File: config.mk
export PLATFORM = sky130hd
export DESIGN_NAME = simple_dp_sched
export DESIGN_NICKNAME = d
export VERILOG_FILES = /design/src/rtl/simple_dp_sched_pkg.sv /design/src/rtl/simple_rr_pick.sv /design/src/rtl/simple_dp_sched.sv
export SDC_FILE = /design/constraint.sdc
export NUM_CORES = 1
export LEC_CHECK = 0
export BUFFER_PORTS_ARGS = -buffer_cell sky130_fd_sc_hd__clkbuf_2
export CORE_MARGIN = 2
export CORE_UTILIZATION = 52
export DETAILED_ROUTE_END_ITERATION = 10
export PLACE_DENSITY_LB_ADDON = 0.25
export SLEW_MARGIN = 15
export SYNTH_ARGS = -nofsm -noshare
export SYNTH_HDL_FRONTEND = slang
export SYNTH_SLANG_ARGS = --single-unit
export TNS_END_PERCENT = 100
File: constraint.sdc
create_clock -name tau2015_clk -period 3.1 [get_ports tau2015_clk]
set_clock_uncertainty 0.15 [all_clocks]
set_input_delay 0.155 -clock tau2015_clk [delete_from_list [all_inputs] [get_ports tau2015_clk]]
set_output_delay 0.155 -clock tau2015_clk [all_outputs]
set_load 0.02 [all_outputs]
File: src/rtl/simple_dp_sched_pkg.sv
// Shared types and limits for the round-robin datapath scheduler.
package simple_dp_sched_pkg;

  typedef enum logic [1:0] {
    IDLE,
    DRIVE,
    WAIT,
    FLUSH
  } state_t;

  localparam int LAT_MAX = 15;
  localparam int CNT_W   = 4;

endpackage

File: src/rtl/simple_rr_pick.sv
// Round-robin priority finder: first set request at or after ptr, wrapping modulo N_REQ.
module simple_rr_pick #(
  parameter int N_REQ = 4,
  parameter int TAG_W = 2
) (
  input  logic [N_REQ-1:0] req,
  input  logic [TAG_W-1:0] ptr,
  output logic [TAG_W-1:0] winner,
  output logic             found
);

  localparam logic [TAG_W:0] N_L = (TAG_W + 1)'(N_REQ);

  logic [TAG_W:0] idx;

  // NOTE: every variable gets a default before the loop so no latch is inferred.
  always_comb begin
    winner = '0;
    found  = 1'b0;
    idx    = '0;
    // Scan from the farthest offset back towards ptr so the closest hit is written last.
    for (int k = N_REQ - 1; k >= 0; k--) begin
      idx = {1'b0, ptr} + (TAG_W + 1)'(k);
      if (idx >= N_L) idx = idx - N_L;
      if (req[idx[TAG_W-1:0]]) begin
        winner = idx[TAG_W-1:0];
        found  = 1'b1;
      end
    end
  end

endmodule

File: src/rtl/simple_dp_sched.sv
// Round-robin scheduler sharing one external NAND/NOR flop datapath among N_REQ requesters;
// grants one requester, drives its operands for a cycle, and returns the result LAT cycles later.
module simple_dp_sched
  import simple_dp_sched_pkg::*;
#(
  parameter int N_REQ = 4,
  parameter int LAT   = 2,
  parameter int TAG_W = (N_REQ > 1) ? $clog2(N_REQ) : 1
) (
  input  logic             tau2015_clk,
  input  logic             rst,
  input  logic [N_REQ-1:0] req,
  input  logic [N_REQ-1:0] op_a,
  input  logic [N_REQ-1:0] op_b,
  output logic [N_REQ-1:0] gnt,
  output logic             dp_inp1,
  output logic             dp_inp2,
  input  logic             dp_out,
  output logic             rsp_valid,
  output logic [TAG_W-1:0] rsp_tag,
  output logic             rsp_data,
  output logic             busy
);

  localparam logic [TAG_W-1:0] LAST_IDX = TAG_W'(N_REQ - 1);
  localparam logic [N_REQ-1:0] ONE_HOT0 = N_REQ'(1);
  localparam logic [CNT_W-1:0] CNT_INIT = CNT_W'(LAT - 1);

  state_t           state;
  logic [TAG_W-1:0] ptr;
  logic [TAG_W-1:0] tag;
  logic [CNT_W-1:0] cnt;
  logic [TAG_W-1:0] winner;
  logic             found;

  simple_rr_pick #(
    .N_REQ (N_REQ),
    .TAG_W (TAG_W)
  ) u_pick (
    .req    (req),
    .ptr    (ptr),
    .winner (winner),
    .found  (found)
  );

  // NOTE: sequential state uses <= so every register sees pre-edge values of the others.
  always_ff @(posedge tau2015_clk) begin
    if (rst) begin
      state     <= IDLE;
      ptr       <= '0;
      tag       <= '0;
      cnt       <= '0;
      gnt       <= '0;
      dp_inp1   <= 1'b0;
      dp_inp2   <= 1'b0;
      rsp_valid <= 1'b0;
      rsp_tag   <= '0;
      rsp_data  <= 1'b0;
      busy      <= 1'b0;
    end else begin
      case (state)
        IDLE: begin
          if (found) begin
            gnt     <= ONE_HOT0 << winner;
            dp_inp1 <= op_a[winner];
            dp_inp2 <= op_b[winner];
            tag     <= winner;
            ptr     <= (winner == LAST_IDX) ? '0 : winner + 1'b1;
            cnt     <= CNT_INIT;
            busy    <= 1'b1;
            state   <= DRIVE;
          end
        end

        // Inputs return to zero after the drive cycle, which lets the datapath flop clear itself.
        DRIVE, WAIT: begin
          gnt     <= '0;
          dp_inp1 <= 1'b0;
          dp_inp2 <= 1'b0;
          if (cnt == '0) begin
            rsp_data  <= dp_out;
            rsp_valid <= 1'b1;
            rsp_tag   <= tag;
            state     <= FLUSH;
          end else begin
            cnt   <= cnt - 1'b1;
            state <= WAIT;
          end
        end

        FLUSH: begin
          rsp_valid <= 1'b0;
          busy      <= 1'b0;
          state     <= IDLE;
        end

        default: begin
          busy  <= 1'b0;
          state <= IDLE;
        end
      endcase
    end
  end

endmodule

* Yosys cells after proc, flatten, opt, wreduce, memory -nomap -nowiden *
Cells that the tools add are included.

word-level totals
  input port bits = 15
  bits in registers = 21

cells by class
  mux-type cells = 41
  shift operators = 1
  add/sub/neg operators = 9
  reductions and logical operators = 12
  eq/ne operators = 7
  magnitude comparators = 9

operators with widths
  kind                                                                           count
  2-bit 2-to-1 mux                                                               10
  4-bit case mux with 2 select lines                                             2
  2-bit by 3-bit less-than comparator with 1-bit output (second input constant)  5
  1-bit 2-to-1 mux                                                               15
  1-bit binary-select mux with 2-bit select                                      6
  4-bit 2-to-1 mux                                                               3
  2-bit AND reduction                                                            5
  3-bit >= comparator (second input constant)                                    3
  1-bit case mux with 2 select lines                                             4
  2-bit by 1-bit subtractor with 2-bit output (second input constant)            4
  2-bit by 2-bit adder with 3-bit output (second input constant)                 2
  2-bit equality test (second input constant)                                    3
  2-bit inequality test (second input constant)                                  3
  2-bit case mux with 3 select lines                                             1
  2-bit nonzero test                                                             3
  4-bit logical NOT                                                              1
  1-bit by 2-bit << shifter with 4-bit output (first input constant)             1
  4-bit by 1-bit subtractor with 4-bit output (second input constant)            1
  2-bit by 1-bit adder with 3-bit output (second input constant)                 1
  2-bit by 3-bit >= comparator with 1-bit output (second input constant)         1
  3-bit AND reduction                                                            1
  2-bit by 1-bit adder with 2-bit output (second input constant)                 1
  2-bit by 1-bit equality test with 1-bit output (second input constant)         1
  2-bit logical NOT                                                              1
  2-bit OR reduction                                                             1

* Depth between registers and ports, before layout *
  depth in word-level cells = 13
  depth in mapped cells = 9

* Modules after synthesis *
Synthesis repeated with hierarchy kept, for this count alone.

second synthesis, totals
  cell total of the unflattened synthesis = 127
  area, all modules = 1,106.1 um^2

by module, submodules not included
  module           area each (um^2)  times used  cells an instance
  simple_dp_sched  1,028.5           1           114
  simple_rr_pick   77.6              1           13

* Least setup slack after synthesis *
Ideal clock, no wire load.

  kind = flip-flop to flip-flop
  start = register ptr[1]
  end = register gnt[2]
  arrival = 1.869 ns
  clock period less this slack = 2.146 ns
  setup slack = 0.954 ns
  cell stages (with the launch flop) = 8
  path buffers = 0
  data required time = 2.822 ns
  cell sequence = dfxtp_1 mux2_2 a221oi_2 inv_1 ha_1 a22o_1 a22oi_1 nor2_1

between the ends
  longest elaborated chain between the ends = 12

ends and longest elaborated chain
  item                                                                                RTL line               source
  from (decl)                                                                         simple_dp_sched.sv:30  logic [TAG_W-1:0] ptr;
  from (signal assigned)                                                              simple_dp_sched.sv:68  ptr <= (winner == LAST_IDX) ? '0 : winner + 1'b1;
  2-bit by 2-bit adder with 3-bit output                                              simple_rr_pick.sv:23   idx = {1'b0, ptr} + (TAG_W + 1)'(k);
  3-bit >= comparator or 2-bit by 1-bit subtractor with 2-bit output (tied branches)  simple_rr_pick.sv:24   if (idx >= N_L) idx = idx - N_L;
  2-bit 2-to-1 mux                                                                    simple_rr_pick.sv:24
  1-bit binary-select mux with 2-bit select                                           simple_rr_pick.sv:25   if (req[idx[TAG_W-1:0]]) begin
  1-bit 2-to-1 mux (not written as such)                                              simple_rr_pick.sv:25
  2-bit 2-to-1 mux (3 in a row)                                                       simple_rr_pick.sv:25
  2-bit 2-to-1 mux (*)                                                                simple_rr_pick.sv:25
  named net u_pick.winner[0]                                                          simple_rr_pick.sv:8    output logic [TAG_W-1:0] winner,
  1-bit by 2-bit << shifter with 4-bit output (*)                                     simple_dp_sched.sv:64  gnt <= ONE_HOT0 << winner;
  4-bit 2-to-1 mux (*)                                                                simple_dp_sched.sv:63  if (found) begin
  4-bit case mux with 2 select lines (*)                                              simple_dp_sched.sv:61  case (state)
  to (signal assigned)                                                                simple_dp_sched.sv:64
  to (decl)                                                                           simple_dp_sched.sv:15  output logic [N_REQ-1:0] gnt,

The timed path passes the listed nets; every way through them passes the cells marked *. The select of a mux whose other input is x is not followed.
A chain may end at the register's enable or synchronous reset.

* Worst setup path in the final report *
Ends and elaborated chain as after synthesis.

==> run summary <==
status -> finished clean
first-pass GRT wire length -> 4188 um
Clock Tree Buf Depth -> 2
Arr. time, crit path -> 2.43 ns
routed via count -> 1071
dpl hpwl -> 1937 um
Residual DRC -> 0
worst skew pair latency -> 0.31 ns
FMAX -> 419.9 MHz
main combinational cell family by area after synthesis -> simple AND/OR/NAND/NOR gates
largest net degree at the start of global routing -> 23
Die X -> 51.20 um
Initial DRC Count -> 29
Critical path origin -> ptr[1]
Post-CTS Repair Setup Buffers -> 0
Worst R2R End -> gnt[2]
CP Launch Type -> flip-flop
min-delay worst type -> primary input to flip-flop
clock net sink count -> 21
CP endpoint kind -> flip-flop
fin crit share -> 76.82%
most frequent cells in the layout -> clkbuf_2 (25), dfxtp_1 (21), nor2_1 (19)
Yosys top cell by area -> dfxtp_1
syn_nets -> 164
complex-gate fraction of the synthesized area -> 19.33%
initial antenna violation count -> 0
routability cong. -> 0.8011
relative slew slack -> 54.26%
Initial Utilization -> 53.93%
P_leak -> 0.5880 nW
commonest non-fill, non-tap cell in the layout -> clkbuf_2
Post-layout nets -> 191
Worst Setup EP -> gnt[2]
setup TNS -> 0 ns
synthesized netlist cell count -> 141
Total Routed Length -> 2580 um
register area share after synthesis -> 36.29%
num rows -> 17
Post-synth EDFFs -> 0
FF+latch count, synth -> 21
Wirelength per Cell -> 13.23 um
Tightest Pin Transition -> 0.6847 ns
Root Buffer -> clkbuf_4
number of global-route vias before repair -> 982
count of different cell masters after synthesis -> 34
XOR/XNOR Fraction of Synth Area -> 1.512%
Register-to-Register Path Depth -> 7
die height -> 51.20 um
CTS clk-pin slew, worst paths -> 0.12 ns
reg2reg start -> ptr[1]
GR Overflow Total -> 0
CP Max Fanout -> 8
first drt pass iteration count -> 4
CTS tree -> done
tightest hold margin -> 0.003284 ns
unrepaired setup endpoints after global routing -> no
syn avg cell area -> 8.217 um2
fin crit period -> 2.381 ns
maximum level of the CTS H-tree -> 1
post-synthesis mux area share -> 5.292%
VDD IR-drop max -> 0.0005637 V
PwrDens -> 1007 nW/um2
max-cap check violation count -> 0
ant diodes -> 0
Worst Path Required -> 3.15 ns
Core Region -> 2148 um2
share of cells above drive strength 1 -> 20.36%
CTS buffer count -> 3
Area contributors post-synth -> dfxtp_1 (36%), ha_1 (8.6%), nor2_1 (6.2%), nand2_1 (5.8%), mux2i_1 (4.3%)
simple-gate share of the synthesized area -> 23.65%
ys flop type -> dfxtp_1
final hold violation count -> 0
Die Area -> 2621 um2
post-route ant nets -> 0
final setup vio count -> 0
Total GRT Usage -> 21.23%
Area Overhead vs Synth -> 15.98%
Ys Warns -> 0
synthesized cell area -> 1159 um2
reg-to-reg slack, setup -> 0.72 ns
share of the synthesized area in the top cell type -> 36.29%
# fillers -> 197
PortBufs -> 25
max-slew violation count -> 0
post-synthesis adder-cell area fraction -> 8.639%
Top Ports -> 26
share of flip-flops with an asynchronous set or reset -> 0%
Via density -> 5.492
CP Class -> flip-flop to flip-flop
==> metrics by stage <==
stage | worst slack, ns | instances | utilization [%] | total power [mW] | cell area (um2)
floorplan | 0.9536 | 141 | - | 1.024 | 1159
global placement | 0.8331 | 190 | 60.80 | 1.181 | 1306
detailed placement | 0.7298 | 190 | 60.80 | 1.217 | 1306
CTS | 0.7038 | 195 | 62.55 | 1.355 | 1344
global route | 0.5440 | 195 | 62.55 | 1.480 | 1344
finish | 0.7187 | 195 | 62.55 | 1.353 | 1344
==> cell type report <==
type	instances	area (um2)	area share, %
clock inverter	1	5.005	0.3724
clock buffer	3	22.52	1.676
timing repair buffer	27	142.6	10.61
inverter	11	41.29	3.073
tap	28	35.03	2.607
sequential	21	420.4	31.28
multi-input combinational	104	676.9	50.37
==> synthesized netlist by cell type, types with 3 or more instances <==
cell and count:
inv_1 11, ha_1 8, o21ai_0 6, nor2_1 19, clkbuf_1 4, dfxtp_1 21
a22oi_1 3, mux2i_1 5, nand2_1 18, a21oi_1 9, nor3_1 4
==> sequential cells by signal, indices dropped and copies added (netlist names) <==
name,cells
tag,2
ptr,2
rsp_tag,2
cnt,4
rsp_data,1
busy,1
gnt,4
state,2
rsp_valid,1
dp_inp1,1
dp_inp2,1
==> worst min-delay path by stage <==
stage / start / endpoint / depth (start not counted)
after floorplan: dp_out / rsp_data / 2
after global placement: dp_out / rsp_data / 3
after detailed placement: dp_out / rsp_data / 3
after CTS: op_a[1] / dp_inp1 / 3
after global routing: op_b[1] / dp_inp2 / 3
final: op_a[1] / dp_inp1 / 3
==> cells by family after synthesis <==
family | after synthesis
AND/OR/NAND/NOR | 56
AO/OA/AOI/OAI | 32
flip-flops | 21
buffers and inverters | 16
adder cells (fa/ha/maj) | 8
multiplexers | 6
XOR/XNOR | 2
==> layer usage <==
layer | global-route usage, % | routed length, um | vias to the layer above
met4 | 6.757 | 15 | 0
met5 | 0 | 0 | -
met2 | 36.80 | 1294 | 28
met1 | 26.82 | 1144 | 500
met3 | 3.216 | 126 | 4
li1 | - | - | 539
==> repair_timing <==
item / 4_1_cts / 5_1_grt
hold buffers: 1 / 0
resized for setup: 0 / 0
endpoints found under the hold margin: 1 / 0
==> where the power goes <==
group	switching (mW)	internal, mW
combinational	0.485	0.307
sequential	0.0608	0.363
clock	0.0890	0.0482
total	0.634	0.719
==> worst max-delay path, stage by stage (launching register included) <==
cell and delay [ns]:
dfxtp_1 0.40, mux2_2 0.36, a221oi_2 0.58, inv_1 0.14, ha_1 0.23, a22o_1 0.19, a22oi_1 0.18, nor2_1 0.05
Note: power is estimated with default switching activity, not from simulation.
